`src/rtl/cache_flush_unit.sv`:
```
`default_nettype none
// ---------------------------------------------------------------------------
// cache_flush_unit : gates core requests, drains the bank-select pipeline,
// pulses bank flushes and releases the flush requests captured at start. r1.0
// ---------------------------------------------------------------------------
module cache_flush_unit #(
  parameter int NUM_REQS         = 4,
  parameter int NUM_BANKS        = 1,
  parameter int BANK_SEL_LATENCY = 1,
  parameter int CYCLE_W          = 16
) (
  input  logic                 clk,
  input  logic                 reset,
  input  logic [NUM_REQS-1:0]  core_req_valid_in,
  input  logic [NUM_REQS-1:0]  core_req_flush_in,
  input  logic [NUM_REQS-1:0]  core_req_mode_in,
  output logic [NUM_REQS-1:0]  core_req_ready_in,
  output logic [NUM_REQS-1:0]  core_req_valid_out,
  input  logic [NUM_REQS-1:0]  core_req_ready_out,
  input  logic [NUM_BANKS-1:0] bank_req_fire,
  output logic [NUM_BANKS-1:0] flush_begin,
  output logic                 flush_mode,
  input  logic [NUM_BANKS-1:0] flush_end,
  output logic                 flush_busy,
  output logic [CYCLE_W-1:0]   flush_cycles
);

  localparam logic [2:0] IDLE  = 3'd0;
  localparam logic [2:0] WAIT1 = 3'd1;
  localparam logic [2:0] FLUSH = 3'd2;
  localparam logic [2:0] WAIT2 = 3'd3;
  localparam logic [2:0] DONE  = 3'd4;

  localparam int MAX_INFL = BANK_SEL_LATENCY * NUM_BANKS;
  localparam int CNT_W    = (MAX_INFL > 0) ? $clog2(MAX_INFL + 1) : 1;
  localparam int SUM_W    = CNT_W + $clog2(NUM_REQS + NUM_BANKS + 1) + 1;
  localparam logic [CYCLE_W-1:0] CYC_MAX = '1;

  logic [2:0]           state;
  logic [NUM_REQS-1:0]  cap;
  logic [NUM_REQS-1:0]  rel;
  logic [NUM_BANKS-1:0] done;
  logic                 mode_r;
  logic [CYCLE_W-1:0]   cyc;
  logic [CYCLE_W-1:0]   cycles_r;

  logic [NUM_REQS-1:0]  fmask;
  logic [NUM_REQS-1:0]  en;
  logic [NUM_REQS-1:0]  accepted;
  logic [NUM_REQS-1:0]  rel_next;
  logic [NUM_BANKS-1:0] done_next;
  logic [CYCLE_W-1:0]   cyc_inc;
  logic                 open_gate;
  logic                 pipe_empty;

  assign fmask     = core_req_valid_in & core_req_flush_in;
  // A pending flush closes the gate in the same cycle it appears.
  assign open_gate = (state == IDLE) && (fmask == '0);
  assign en        = {NUM_REQS{open_gate}} | rel;

  assign core_req_valid_out = core_req_valid_in & en;
  assign core_req_ready_in  = core_req_ready_out & en;
  assign accepted           = core_req_valid_out & core_req_ready_out;

  assign done_next = done | flush_end;
  assign rel_next  = rel & ~core_req_ready_out;
  assign cyc_inc   = (cyc == CYC_MAX) ? cyc : cyc + CYCLE_W'(1);

  assign flush_begin  = {NUM_BANKS{state == FLUSH}};
  assign flush_busy   = (state != IDLE);
  assign flush_mode   = mode_r;
  assign flush_cycles = cycles_r;

  generate
    if (BANK_SEL_LATENCY > 0) begin : g_inflight
      logic [CNT_W-1:0] count;
      logic [SUM_W-1:0] add_n;
      logic [SUM_W-1:0] sub_n;
      logic [SUM_W-1:0] base_n;

      always_comb begin
        add_n = '0;
        sub_n = '0;
        for (int i = 0; i < NUM_REQS; i++) begin
          add_n = add_n + SUM_W'(accepted[i]);
        end
        for (int b = 0; b < NUM_BANKS; b++) begin
          sub_n = sub_n + SUM_W'(bank_req_fire[b]);
        end
        base_n = SUM_W'(count) + add_n;
      end

      always_ff @(posedge clk) begin
        if (reset) begin
          count <= '0;
        end else begin
          assert (base_n >= sub_n);
          assert ((base_n - sub_n) <= SUM_W'(MAX_INFL));
          count <= CNT_W'(base_n - sub_n);
        end
      end

      assign pipe_empty = (count == '0);
    end else begin : g_no_inflight
      assign pipe_empty = 1'b1;
    end
  endgenerate

  always_ff @(posedge clk) begin
    if (reset) begin
      state    <= IDLE;
      cap      <= '0;
      rel      <= '0;
      done     <= '0;
      mode_r   <= 1'b0;
      cyc      <= '0;
      cycles_r <= '0;
    end else begin
      case (state)
        IDLE: begin
          if (fmask != '0) begin
            cap    <= fmask;
            // Invalidate-only only when every captured request asks for it.
            mode_r <= &(core_req_mode_in | ~fmask);
            state  <= (BANK_SEL_LATENCY == 0) ? FLUSH : WAIT1;
          end
        end
        WAIT1: begin
          if (pipe_empty) begin
            state <= FLUSH;
          end
        end
        FLUSH: begin
          cyc   <= '0;
          state <= WAIT2;
        end
        WAIT2: begin
          cyc <= cyc_inc;
          if (&done_next) begin
            rel      <= cap;
            done     <= '0;
            cycles_r <= cyc_inc;
            state    <= DONE;
          end else begin
            done <= done_next;
          end
        end
        DONE: begin
          rel <= rel_next;
          if (rel_next == '0) begin
            state <= IDLE;
          end
        end
        default: state <= IDLE;
      endcase
    end
  end

endmodule
`default_nettype wire
```
`config.mk`:
```
export PLATFORM = sky130hd
export DESIGN_NAME = cache_flush_unit
export DESIGN_NICKNAME = d
export VERILOG_FILES = /design/src/rtl/cache_flush_unit.sv
export SDC_FILE = /design/constraint.sdc
export NUM_CORES = 1
export LEC_CHECK = 0
export ABC_AREA = 1
export BUFFER_PORTS_ARGS = -buffer_cell sky130_fd_sc_hd__buf_2
export CAP_MARGIN = 30
export CORE_MARGIN = 2
export CORE_UTILIZATION = 49
export DETAILED_ROUTE_END_ITERATION = 10
export MAX_ROUTING_LAYER = met4
export PLACE_DENSITY = 0.75
export SYNTH_ARGS = -nofsm -noshare
export SYNTH_HDL_FRONTEND = slang
export SYNTH_SLANG_ARGS = --single-unit
```
`constraint.sdc`:
```
create_clock -name clk -period 1.7 [get_ports clk]
set_clock_uncertainty 0.05 [all_clocks]
set_input_delay 0.425 -clock clk [delete_from_list [all_inputs] [get_ports clk]]
set_output_delay 0.425 -clock clk [all_outputs]
set_load 0.02 [all_outputs]
```
* Word level (Yosys, flattened, before mapping)
Cells that the tools add are included.
** Word-level totals
- Bits in registers :: 45
- Input bits :: 20
- Output and inout port bits :: 27
- Word-level logic and storage cells :: 53
** Cells by class
- Add/sub/neg operators :: 6
- Equal/unequal tests :: 9
- Mux-type cells :: 9
- Bitwise operators :: 9
- Reductions and logical operators :: 13
** Operators with widths (count)
- 16-bit one-hot mux with 2 select lines :: 1
- 4-bit bitwise AND :: 5
- 16-bit by 1-bit adder with 16-bit output, second input constant :: 1
- 16-bit equality test, second input constant :: 1
- 16-bit 2-to-1 mux :: 1
- 3-bit one-hot mux with 5 select lines :: 1
- 3-bit 2-to-1 mux :: 4
- 4-bit logical NOT :: 2
- 4-bit NOT :: 2
- 4-bit bitwise OR :: 2
- 4-bit one-hot mux with 2 select lines :: 1
- 4-bit AND reduction :: 2
- 3-bit by 2-bit equality test with 1-bit output, second input constant :: 2
- 2-bit inequality test, second input constant :: 3
- 2-bit AND reduction :: 3
- 1-bit adder :: 4
- 4-bit 2-to-1 mux :: 1
- 2-bit nonzero test :: 2
- 4-bit nonzero test :: 1
- 3-bit by 1-bit equality test with 1-bit output, second input constant :: 1
- 3-bit equality test, second input constant :: 1
- 3-bit logical NOT :: 1
- 3-bit nonzero test :: 1
- 2-bit by 1-bit inequality test with 1-bit output, second input constant :: 1
- other kinds (2) :: 2

* Logic depth before layout (Yosys ltp)
Gate-level depths: netlist of the first run.
- Depth in word-level cells :: 11
- Mapped depth :: 13
- Depth with buffers taken out :: 13

* Worst setup path after synthesis of the first run
OpenSTA, ideal clock, no wires.
- Path type :: input to output
- Start :: input core_req_valid_in[3]
- End :: output core_req_valid_out[0]
- Arrival :: 1.334 ns
- Data required time :: 1.225 ns
- Path slack :: -0.109 ns
- Stages :: 5
- Buffers on the path :: 0
- Cells stage by stage :: nand2_1 nand2_1 nor2_2 nand2_2 a21boi_0
** Between the ends
- Longest elaborated chain between the ends :: 5
** Ends and longest elaborated chain
- from (decl) :: RTL line 14 : input logic [NUM_REQS-1:0] core_req_valid_in,
- 4-bit bitwise AND :: RTL line 56 : assign fmask = core_req_valid_in & core_req_flush_in;
- 4-bit logical NOT :: RTL line 58 : assign open_gate = (state == IDLE) && (fmask == '0);
- 1-bit logical AND :: RTL line 58
- 4-bit bitwise OR :: RTL line 59 : assign en = {NUM_REQS{open_gate}} | rel;
- 4-bit bitwise AND :: RTL line 61 : assign core_req_valid_out = core_req_valid_in & en;
- to (decl) :: RTL line 18 : output logic [NUM_REQS-1:0] core_req_valid_out,
Every way passes these cells.

* Worst setup path in the final report of the first run
- Start :: register state[0]
- End :: output core_req_valid_out[2]
** Between the ends
- Longest elaborated chain between the ends :: 4
** Ends and longest elaborated chain
- from (decl) :: RTL line 39 : logic [2:0] state;
- from (signal assigned) :: RTL line 125 : state <= (BANK_SEL_LATENCY == 0) ? FLUSH : WAIT1;
- 3-bit logical NOT :: RTL line 58
- 1-bit logical AND :: RTL line 58
- 4-bit bitwise OR :: RTL line 59
- 4-bit bitwise AND :: RTL line 61
Every way passes these cells.

==> results of run 1 <==
==> layout by cell type, fill, tap and decap left out, types with 8 or more instances in the layout <==
cell type                  synthesis  routed
sky130_fd_sc_hd__dfxtp_1          45      37
sky130_fd_sc_hd__buf_2             2      36
sky130_fd_sc_hd__o21bai_1         13      13
sky130_fd_sc_hd__buf_4             2      34
sky130_fd_sc_hd__nand2_1          82      75
sky130_fd_sc_hd__o21ai_0          27      25
sky130_fd_sc_hd__nor2_1           21      19
sky130_fd_sc_hd__xor2_1           10      10
sky130_fd_sc_hd__inv_1            42      40
sky130_fd_sc_hd__nand3_1          16      14
sky130_fd_sc_hd__buf_6             0      10
sky130_fd_sc_hd__a21oi_2           2      10
sky130_fd_sc_hd__a21oi_1          29      21
sky130_fd_sc_hd__dfxtp_2           0       8
==> routing by layer <==
layer  vias up  wire [um]  global-route usage (%)
met1      1174       2710                    28.1
met5         -          0                       -
met2        88       3400                    38.2
met3        13        389                    4.39
li1       1275          -                       -
met4         0        129                    7.27
==> state kept, by name (all words and copies together) (netlist names) <==
register and count:
flush_cycles 16, flush_mode 1, state 3, rel 4, g_inflight.count 1, cyc 16, cap 4
==> final cells by class <==
cell class	instances	area [sq um]	area share, %
Clock buffer	7	86.3	2.65
Inverter	48	183	5.60
Multi-Input combinational cell	243	1420	43.7
Sequential cell	45	911	27.9
Tap cell	54	67.6	2.07
Timing Repair Buffer	82	588	18.0
==> worst max-delay path, stage by stage (launching register included) <==
cell                      delay [ns]
sky130_fd_sc_hd__dfxtp_2        0.33
sky130_fd_sc_hd__inv_2          0.07
sky130_fd_sc_hd__nand2_4        0.06
sky130_fd_sc_hd__nor2_4         0.17
sky130_fd_sc_hd__nand2_4        0.12
sky130_fd_sc_hd__a21oi_2        0.17
sky130_fd_sc_hd__buf_6          0.14
==> power by group <==
group	switching [mW]	total, mW	internal (mW)
Sequential	0.0736	1.24	1.17
Clock	0.340	0.662	0.323
Combinational	0.764	1.32	0.557
Total	1.18	3.23	2.05
==> kinds of logic after synthesis <==
group,after synthesis
xor gates and xnor gates,10
DFF,45
AOI/OAI and AO/OA,83
adders and majority gates,1
muxes,1
buffers and inverters,59
and+or+nand+nor,147
==> path summary, 6_finish.rpt <==
check	endpoint	slack, ns	depth (start not counted)
setup reg to reg	cyc[8]	-0.01	12
hold / removal	rel[3]	0.42	2
setup / recovery	core_req_valid_out[2]	-0.14	6
hold reg to reg	rel[3]	0.42	2
==> through the flow <==
| stage | hold slack [ns] | std cells | power, mW | TNS [ns] | cell area [sq um] |
|---|---|---|---|---|---|
| after floorplan | 0.389 | 346 | 1.89 | -0.257 | 2380 |
| after global placement | 0.403 | 455 | 2.18 | -0.460 | 2780 |
| after detailed placement | 0.407 | 455 | 2.20 | -0.988 | 2780 |
| after CTS | 0.383 | 472 | 3.07 | -0.951 | 3020 |
| after global routing | 0.436 | 479 | 3.40 | -2.68 | 3260 |
| final | 0.417 | 479 | 3.23 | -1.10 | 3260 |
==> what timing repair did <==
item	in CTS	in global routing
gates resized for setup	28	50
endpoints found under the hold margin	0	0
pin swaps	6	22
setup endpoints to repair	8	44
gates cloned	1	1
setup buffers	9	8
==> results.txt, run 1 <==
* Distinct cell type count after synthesis: 34
- Detailed placement finished with a half-perimeter wire length of 4.14 mm.
- Final-report hold violation count: 0
* Number of enable flip-flop cells after synthesis: 0
* Rows: 25
* Share of post-route cells with drive strength above 1: 34.4%
* Violations in the final reports: negative setup slack
* Startpoint-to-endpoint class of the critical path: register to primary output
- After detailed routing, the average wire length per cell comes to 13.8 um.
- Final standard cell utilization of the core: a little over two thirds
- Avg Inst Size Synth: 6.88 sq um
* Count of pins on the block boundary: 47
- Cell taking the most area after synthesis: sky130_fd_sc_hd__dfxtp_1
- The die covers 5430 sq um.
- CTS built an H-tree with a depth of 2.
* Post-synthesis simple-gate area fraction: 27.6%
- Outcome: finished with violations
* Overflow after GRT: 0
- Most used standard cell by instance count after synthesis: sky130_fd_sc_hd__nand2_1
- Clock insertion delay at the later pin of the skew report: 0.30 ns
- Top cell type's share of synthesized area: approximately 38%
- The final layout contains routed wiring with a total length of 6.63 mm.
- The detail route stage leaves a number of antenna-violating nets equal to 0.
- Vias in the first global route: 2171
- 0 antenna diodes ended up in the layout.
- Dominant combinational cell family by area after synthesis: simple AND/OR/NAND/NOR gates
- Synthesized instance count: 346
- Post-synthesis register bit count: 45
* Remaining design rule violation count: 0
- Count of warnings emitted by yosys: 0
- The die is 73.7 um tall.
* Least-Margin Pin Slew: 0.371 ns
- Final setup viols: 11
* Fmax: 543 MHz
- The worst hold path begins at rel[3].
- The detailed router finished its first iteration with 176 violations.
* Final critical path time including I/O delays and setup: 1.84 ns
* Global placement routability congestion: 0.831
- The die is 73.7 um wide.
- In this run, CTS created clock tree buffers numbering 5.
* Main area contributors after synthesis: sky130_fd_sc_hd__dfxtp_1, sky130_fd_sc_hd__nand2_1, sky130_fd_sc_hd__inv_1
* XOR/XNOR share of the synthesized area: roughly 3.7%
- Path type of the worst min-delay path: register to register
- Total routing resource utilization after global routing: 23.0%
* Critical path startpoint: state[0]
* Slew HR: 75.2%
* Nets in the synthesized netlist: ~370
* DR pass1 iterations: 4
- The synthesized netlist devotes 20.2% of its cell area to compound gates.
* Core Region: about 4700 sq um
* Total standard cell area after synthesis: 2380 sq um
- P per Cell Area: 990 nW/um^2
- Most numerous cell types in the synthesized netlist: sky130_fd_sc_hd__nand2_1, sky130_fd_sc_hd__dfxtp_1, sky130_fd_sc_hd__inv_1
- Crit path arrival time: 1.37 ns
- The most used flip-flop cell after synthesis is sky130_fd_sc_hd__dfxtp_1.
- Worst-case setup margin in the final layout: -0.141 ns
- Prior to clock tree synthesis, the placed netlist has a worst setup slack of -0.137 ns.
* Sequential area share after synthesis: approximately 38%
* Post-synthesis share of cell area spent on full adders, half adders and majority gates: 0.525%
- Buffers inserted to repair hold after CTS numbered 0.
- Max Root-Sink Buffers: 2
* Reg clk slew, reported paths: 0.08 ns
* Area grow syn2layout: 36.9%
* Proportion of synthesized area in mux cells: 0.473%
* Number of sinks driven by the clock tree: 45
- Vias per std cell: around 5.3
* Vias post-DR: 2550
- Share of the clock period used by the worst path: 108%
* Reported max-cap violation count: 0
* Startpoint of the worst-slack reg-to-reg timing path: cyc[1]
* Maximum fanout along the worst path: 5
- Global-route wire length before repair: roughly 9.6 mm
- The initial antenna violation count is 0.
* Kind of start point of the critical path: register
* Share of flip-flops with an asynchronous set or reset: 0%
* Filler instances: 373
- Entering global routing, the biggest net connects 26 pins.
* Clock tree from TritonCTS: built
- Final net count: between 400 and 500
- Slew Limit Fails: 0
- Clock root buffer: sky130_fd_sc_hd__clkbuf_8
- Unrepaired setup endpoints after global routing: true
- The worst setup path is captured at a primary output.
* Peak ir drop on the vdd network: 0.415 mV
* IO buf count: 46
- At the worst endpoint, the required time is between 1 and 1.5 ns.
- Effective utilization at floorplan: 50.7%
* Leakage Power: 1.56 nW
Power figures use the tool's default switching activity.
==> run 2, diff against run 1 <==
--- a/config.mk
+++ b/config.mk
@@ -5,14 +5,13 @@
 export SDC_FILE = /design/constraint.sdc
 export NUM_CORES = 1
 export LEC_CHECK = 0
-export ABC_AREA = 1
 export BUFFER_PORTS_ARGS = -buffer_cell sky130_fd_sc_hd__buf_2
 export CAP_MARGIN = 30
 export CORE_MARGIN = 2
-export CORE_UTILIZATION = 49
+export CORE_UTILIZATION = 50
 export DETAILED_ROUTE_END_ITERATION = 10
 export MAX_ROUTING_LAYER = met4
-export PLACE_DENSITY = 0.75
+export PLACE_DENSITY = 0.76
 export SYNTH_ARGS = -nofsm -noshare
 export SYNTH_HDL_FRONTEND = slang
 export SYNTH_SLANG_ARGS = --single-unit
==> run 2 against run 1 <==
  * The flow still finishes with violations (negative setup slack)
  * Die area up 1.8%
  * Non-clock buffer count up 31
  * Final area up 11%
  * Synthesized cell count down 10%
  * Utilization up 6.6 points
  * Critical path depth down 1
  * Wire length up 17%
  * Sequential share of layout area down 2.6 points
  * Total power down 6.7%
  * Clock power up 25%
  * Sequential power down 6%
  * Worst hold slack worse by 0.011 ns
==> results.txt, run 2 <==
* Fmax: 500 MHz (-8.0%)
- Remaining design rule violation count: 0 (unchanged)
* Clock insertion delay at the later pin of the skew report: 0.29 ns (about the same)
* Final-layout worst hold slack: 0.406 ns (-0.0112 ns)
- The total of buffers placed on input and output ports came to 46 (unchanged).
* Reg clk slew, reported paths: 0.08 ns (about the same)
- For hold timing, the worst endpoint is flush_cycles[0].
- Yosys attributes the largest share of cell area to sky130_fd_sc_hd__dfxtp_1, sky130_fd_sc_hd__nand2_1, sky130_fd_sc_hd__nor2_1.
* Effective utilization at floorplan: 52.1% (+1.3 points)
- The via count is 2714 (+6.4%).
* Share of the clock period used by the worst path: 118% (+9.4 points)
* Outcome: finished with violations
- The synthesized netlist net count is 331 (-9.8%).
* P per Cell Area: 832 nW/um^2 (-16%)
- Startpoint of the worst-slack reg-to-reg timing path: state[1]
* Top cell type's share of synthesized area: 36.4% (-1.5 points)
- Commonest non-fill, non-tap cells in the layout: sky130_fd_sc_hd__buf_4, sky130_fd_sc_hd__nand2_1, sky130_fd_sc_hd__buf_2
* Sum of net half-perimeters after detailed placement: 4.99 mm (+21%)
* Clock tree from TritonCTS: built
* Commonest non-fill, non-tap cell in the layout: sky130_fd_sc_hd__buf_4
- Final net count: 428 (-4.0%)
- By count the netlist is led by sky130_fd_sc_hd__dfxtp_1, sky130_fd_sc_hd__nand2_1, sky130_fd_sc_hd__nor2_1.
* Final critical path time including I/O delays and setup: 2.00 ns (+0.159 ns)
* Number of standard cells in the layout, taps in and fillers out: 475 (-0.84%)
* Peak ir drop on the vdd network: 0.490 mV (+18%)
- The fraction of layout cells with a size suffix above 1 was 45.6% (+11 points).
* Sequential area share after synthesis: 36.4% (-1.5 points)
- GRT busiest layer: met2
* Die area: 5530 sq um (+1.8%)
- The chip width came to 74.4 um (+0.90%).
- The overall routed net length is 7.75 mm (+17%).
* Diode insertion count for antenna repair: 0 (unchanged)
* Antenna violations before repair: 0 (unchanged)
- Violations in the final reports: negative setup slack
- The first-pass GRT wire length came to 11.4 mm (+19%).
* Global placement routability congestion: 0.902 (+8.6%)
- Filler instances: 327 (-12%)
- Launch point of the worst hold path: flush_cycles[0]
* Worst-case setup margin in the final layout: -0.300 ns (-0.159 ns)
- Post-Place Cells: 459 (+0.88%)
- Post-synthesis register bit count: 45 (unchanged)
- Synthesized instance count: 310 (-10%)
- Max Root-Sink Buffers: 2 (unchanged)
- CP required: 1.22 ns (about the same)
- STA classifies the critical path startpoint as a register.
* Core Region: 4750 sq um (+1.3%)
* Cell taking the most area after synthesis: sky130_fd_sc_hd__dfxtp_1
- The tightest min-delay check is of the register to register type.
- The violation count after the first detailed-routing iteration was 170 (-3.4%).
* Clock root buffer: sky130_fd_sc_hd__clkbuf_8
- Total routing resource utilization after global routing: 27.6% (+4.6 points)
* Crit. End Element: primary output
- Maximum fanout along the worst path: 5 (unchanged)
- Antenna-violating nets left: 0 (unchanged)
- The global-route met2 utilization was 48.0% (+9.8 points).
- The area growth from synthesis to layout is 46.0%.
- The number of maximum-capacitance constraint violations is 0 (unchanged).
- The via count of the first global-routing pass is 2503 (+15%).
- The met1 capacity usage during global routing came to 32.1% (+4.0 points).
- Unrepaired setup endpoints after global routing: true
- Startpoint-to-endpoint class of the critical path: register to primary output
* Placement-stage worst setup slack: -0.325 ns (-0.188 ns)
- The largest net degree at the start of global routing came to 20 (-23%).
* Most used standard cell by instance count after synthesis: sky130_fd_sc_hd__dfxtp_1
- Dominant register cell in the synthesized netlist: sky130_fd_sc_hd__dfxtp_1
* Path depth of the worst reg2reg path: 8 (-4)
- Per-cell routed wire length: 16.3 um (+18%)
* Slew Limit Fails: 0 (unchanged)
- The reg-to-reg setup timing slack came to -0.28 ns (-0.27 ns).
* Count of pins on the block boundary: 47 (unchanged)
- Number of sinks driven by the clock tree: 45 (unchanged)
- The count of endpoints failing setup in the final report is 12 (+1).
- The worst hold path stage count was 2 (unchanged).
- The remaining global-route overflow came to 0 (unchanged).
- The number of failing hold endpoints at the final stage is 0 (unchanged).
- The slew at the pin with the worst max-slew slack is 0.324 ns (-0.0471 ns).
- The post-synthesis cell type count was 52 (+53%).
- The count of hold buffers inserted by post-cts repair came to 0 (unchanged).
- The H-tree depth was 2 (unchanged).
- The total clock buffers created by CTS was 5 (unchanged).
* Share of flip-flops with an asynchronous set or reset: 0% (unchanged)
- The number of enable-type register cells in the synthesized netlist came to 0 (unchanged).
- Worst R2R End: g_inflight.count
- Count of warnings emitted by yosys: 0 (unchanged)
* Vertical extent of the die: 74.4 um (+0.90%)
* Final standard cell utilization of the core: 76.0% (+6.6 points)
- The cell area after technology mapping was 2480 sq um (+4.0%).
* Leakage Power: 1.45 nW (-6.8%)
* Slew HR: 77.8% (+2.7 points)
* Critical path startpoint: state[1]
- The per-instance average area after synthesis came to 7.99 sq um (+16%).
- The data arrival time of the critical path is 1.52 ns (+0.15 ns).
- Vias per std cell: 5.71 (+7.3%)
- DR pass1 iterations: 4 (unchanged)
- The row count came to 25 (unchanged).
* Grt met3 use: 5.42% (+1.0 points)
run 2: changes by cell type after synthesis, sizes merged, moves of 6 or more:
cell    before  now
o21ai       28    9
inv         47    3
a22oi        0    6
nor2b        0    7
nor2        25   38
xnor2        0    6
o21bai      13    3
nand2       88   43
buf          4   11
o21a         2    9
a211oi       1    8
nand3       17   10
run 2: layout make-up:
type	instances	area (sq um)	share of cell area [%]
Multi-Input combinational cell	239	1650	45.6
Sequential cell	45	916	25.3
Clock inverter	1	30.0	0.831
Clock buffer	7	86.3	2.39
Inverter	3	15.0	0.415
Tap cell	67	83.8	2.32
Timing Repair Buffer	113	837	23.2
run 2: power by group:
group / total (mW) / leakage, nW / switching (mW) / internal [mW]
clock: 0.829 / 0.0585 / 0.349 / 0.479
combinational: 1.02 / 1.03 / 0.532 / 0.483
sequential: 1.16 / 0.369 / 0.0478 / 1.12
total: 3.01 / 1.45 / 0.929 / 2.08
run 2: metrics by stage:
stage          power [mW]  cell area [sq um]  setup TNS, ns
4_1_cts              2.92               3430          -2.36
3_5_place_dp         1.99               3160          -3.10
5_1_grt              3.13               3610          -3.42
3_3_place_gp         1.97               3160          -2.77
6_report             3.01               3610          -2.54
2_1_floorplan        1.72               2540        -0.0841
run 2: repair_timing:
| action | in CTS | in global routing |
|---|---|---|
| pin swaps | 3 | 19 |
| setup endpoints to repair | 29 | 39 |
| setup buffers | 6 | 4 |
| gates resized for setup | 40 | 44 |
run 2: kinds of logic after synthesis:
group | count (synthesis) | share of synthesized area, %
AOI/OAI and AO/OA | 84 | 22.8
xor gates and xnor gates | 12 | 4.80
adders and majority gates | 1 | 0.505
buffers and inverters | 26 | 5.71
DFF | 45 | 36.4
muxes | 9 | 3.84
and+or+nand+nor | 133 | 25.9
run 2: how the worst max path moves through the flow:
stage / end / cells after the start
floorplan: g_inflight.count / 8
global placement: core_req_ready_in[3] / 6
detailed placement: core_req_ready_in[3] / 6
CTS: core_req_ready_in[3] / 5
global route: g_inflight.count / 8
finish: core_req_ready_in[0] / 5
run 2: per-layer routing:
metal | wire length [um] | share of wire (%) | vias up
met2 | 4040 | 52 | 100
met3 | 404 | 5.2 | 27
met5 | 0 | 0 | -
met4 | 204 | 2.6 | 0
met1 | 3100 | 40 | 1285
li1 | - | - | 1302
run 2: critical path, stage by stage, from the launching register on:
cell                      delay [ns]
sky130_fd_sc_hd__dfxtp_4        0.36
sky130_fd_sc_hd__nor3_4         0.20
sky130_fd_sc_hd__and4_4         0.29
sky130_fd_sc_hd__buf_6          0.12
sky130_fd_sc_hd__o21a_2         0.13
sky130_fd_sc_hd__buf_6          0.12
==> run 3, diff against run 2 <==
--- a/config.mk
+++ b/config.mk
@@ -8,10 +8,11 @@
 export BUFFER_PORTS_ARGS = -buffer_cell sky130_fd_sc_hd__buf_2
 export CAP_MARGIN = 30
 export CORE_MARGIN = 2
-export CORE_UTILIZATION = 50
+export CORE_UTILIZATION = 55
 export DETAILED_ROUTE_END_ITERATION = 10
 export MAX_ROUTING_LAYER = met4
-export PLACE_DENSITY = 0.76
+export PLACE_DENSITY = 0.79
+export SETUP_SLACK_MARGIN = 0.1
 export SYNTH_ARGS = -nofsm -noshare
 export SYNTH_HDL_FRONTEND = slang
 export SYNTH_SLANG_ARGS = --single-unit
==> constraint.sdc (replaced) <==
create_clock -name clk -period 1.9 [get_ports clk]
set_clock_uncertainty 0.05 [all_clocks]
set_input_delay 0.475 -clock clk [delete_from_list [all_inputs] [get_ports clk]]
set_output_delay 0.475 -clock clk [all_outputs]
set_load 0.02 [all_outputs]
==> run 3 against run 2 <==
  * The run still ends with negative setup slack left
  * Combinational power is 11% lower
  * Via count is 3.1% lower
  * Flip-flop and latch count stayed put
  * Global-route usage is 0.43 points higher
  * Final area is 6.7% lower
  * Total power is 9.9% lower
  * Non-clock buffer count is 17 lower
  * Register-to-register slack better by 0.36 ns
  * Worst hold slack worse by 0.0031 ns
  * Final cell count is 6.7% lower
  * Utilization is 1.4 points higher
  * Clock power is 8.0% lower
  * Critical path type unchanged
  * Critical endpoint is now core_req_ready_in[1]
==> results.txt, run 3 (synthesis gave the netlist of run 2 again) <==
- The final count of pins violating max slew is 0 (unchanged).
- The net count reported at finish came to 411 (-4.0%).
- The row count is 24 (-4.0%).
* Diode insertion count for antenna repair: 0 (unchanged)
- The overall routed net length is 7.16 mm (-7.6%).
- Length of routed met2 wiring: 3.49 mm (-14%)
- The worst-skew pair later-pin latency was 0.30 ns (about the same).
* Fmax: between 400 and 500 MHz
- The maximum buffer depth of the clock tree came to 2 (unchanged).
- Power after layout: 2.71 mW (-9.9%)
* Startpoint-to-endpoint class of the critical path: register to primary output
- Unrepaired setup endpoints after global routing: true
- The leakage component of the power is 1.34 nW (-7.6%).
* Core Region: 4350 sq um (-8.4%)
* Overflow after GRT: 0 (unchanged)
- Worst-case setup margin in the final layout: -0.159 ns (+0.141 ns)
* CP required: 1.37 ns (+0.15 ns)
- Met1 wire length: 3.11 mm (+0.42%)
* Final setup viols: 8 (-4)
- P per Cell Area: 804 nW/um^2 (-3.4%)
- Pin count of the biggest net entering global routing: 23 (+15%)
- Multi-input logic area: 1560 sq um (-5.4%)
* Clock buffers created by TritonCTS: 5 (unchanged)
* Outcome: finished with violations
- The initial antenna violation count was 0 (unchanged).
* Maximum fanout along the worst path: 11 (+6)
- The die area came to 5050 sq um (-8.6%).
* Commonest non-fill, non-tap cell in the layout: sky130_fd_sc_hd__buf_4
- The worst setup path is launched from a register.
- The filler cell count in the final layout is 279 (-15%).
- Vertical extent of the die: 71.1 um (-4.4%)
- The tree is rooted in a sky130_fd_sc_hd__clkbuf_8.
* Share of the clock period used by the worst path: 108%
* Final critical path time including I/O delays and setup: approximately 2.1 ns
- The post-route DRC violation count is 0 (unchanged).
* Final-report hold violation count: 0 (unchanged)
- The utilization after layout came to 77.4% (+1.4 points).
- H-tree depth: 2 (unchanged)
* Vias in the first global route: 2326 (-7.1%)
- The worst setup path is captured at a primary output.
- TritonCTS built the clock tree.
* DR pass1 iterations: 5 (+1)
- Area grow syn2layout: 36.2%
* Sum of net half-perimeters after detailed placement: 4.54 mm (-9.0%)
- Antenna-violating nets left: 0 (unchanged)
* Vias per std cell: 5.94 (+3.9%)
- After detailed routing, no signal wire sits above met4.
* Met3 Routed Length: 375 um (-7.2%)
- The violation count after the first detailed-routing iteration came to 183 (+7.6%).
- The fraction of layout cells with a size suffix above 1 came to 40.7% (-4.9 points).
- Total routing resource utilization after global routing: 28.0% (+0.43 points)
- The total number of clock tree sinks is 45 (unchanged).
* Per-cell routed wire length: 16.2 um (-0.91%)
- The chip width came to 71.1 um (-4.4%).
- The placer's final routability congestion estimate is 0.920 (+2.0%).
* Sequential cell area: 916 sq um (unchanged)
- Global-route wire length before repair: 11.0 mm (-3.8%)
- Vias post-DR: 2631 (-3.1%)
* Effective utilization at floorplan: 56.9% (+4.8 points)
* IO buf count: 46 (unchanged)
- The worst slack after detailed placement came to -0.171 ns (+0.154 ns).
- Peak ir drop on the vdd network: 0.472 mV (-3.7%)
* Commonest non-fill, non-tap cells in the layout: sky130_fd_sc_hd__buf_4, sky130_fd_sc_hd__nand2_1, sky130_fd_sc_hd__buf_2
* Least-Margin Pin Slew: 0.378 ns (+0.0536 ns)
- Path type of the worst min-delay path: register to register
- The normalized max-slew margin was 74.2% (-3.7 points).
- The number of maximum-capacitance constraint violations was 0 (unchanged).
* Count of pins on the block boundary: 47 (unchanged)
- Reg clk slew, reported paths: 0.09 ns (about the same)
- Crit path arrival time: 1.53 ns (about the same)
- Violations in the final reports: negative setup slack
-- run 3: cell types whose count changed in the layout (fill, tap and decap cells not counted), moves of 3 or more --
cell	previous run	this run
sky130_fd_sc_hd__buf_6	19	15
sky130_fd_sc_hd__buf_4	57	44
sky130_fd_sc_hd__nor2_2	1	4
sky130_fd_sc_hd__o21a_4	3	0
sky130_fd_sc_hd__nor2_4	5	1
sky130_fd_sc_hd__o21ai_0	5	8
-- run 3: critical path, stage by stage (launching register included) --
cell                      delay (ns)
sky130_fd_sc_hd__dfxtp_2        0.34
sky130_fd_sc_hd__nor3_4         0.23
sky130_fd_sc_hd__and4_4         0.26
sky130_fd_sc_hd__buf_12         0.12
sky130_fd_sc_hd__o21a_1         0.15
sky130_fd_sc_hd__buf_6          0.12
-- run 3: final timing paths --
| check | from | end | slack (ns) | cells past startpoint |
|---|---|---|---|---|
| hold reg to reg | flush_cycles[0] | flush_cycles[0] | 0.40 | 2 |
| setup reg to reg | state[0] | g_inflight.count | 0.08 | 8 |
| hold / removal | flush_cycles[0] | flush_cycles[0] | 0.40 | 2 |
| setup / recovery | state[0] | core_req_ready_in[1] | -0.16 | 5 |
-- run 3: stage by stage --
stage | instances | setup TNS [ns] | area (sq um) | hold slack (ns)
global route | 443 | -1.33 | 3370 | 0.430
finish | 443 | -0.995 | 3370 | 0.403
detailed placement | 424 | -0.859 | 2960 | 0.394
global placement | 424 | -0.694 | 2960 | 0.391
CTS | 439 | -0.935 | 3230 | 0.405
floorplan | 310 | 0 | 2490 | 0.387
-- run 3: layout make-up --
| type | count | share of cell area [%] |
|---|---|---|
| timing repair buffer | 96 | 20.7 |
| inverter | 3 | 0.408 |
| sequential | 45 | 27.2 |
| multi-input combinational | 239 | 46.2 |
| clock inverter | 2 | 1.11 |
| tap | 52 | 1.93 |
| clock buffer | 6 | 2.45 |
-- run 3: metal layers --
layer  vias up  GRT usage [%]
met5         -              -
met4         0           8.60
met3        23           4.99
met2        99           43.3
met1      1245           37.7
li1       1264              -
-- run 3: power by group --
| group | leakage [nW] | switching [mW] | internal [mW] |
|---|---|---|---|
| Combinational | 0.917 | 0.480 | 0.428 |
| Clock | 0.0574 | 0.335 | 0.428 |
| Sequential | 0.369 | 0.0430 | 0.997 |
-- run 3: what timing repair did --
action,in CTS,in global routing
hold buffers,0,0
endpoints found under the hold margin,0,0
gates resized for setup,36,32
setup buffers,7,5
pin swaps,5,9
setup endpoints to repair,15,35
gates cloned,0,0
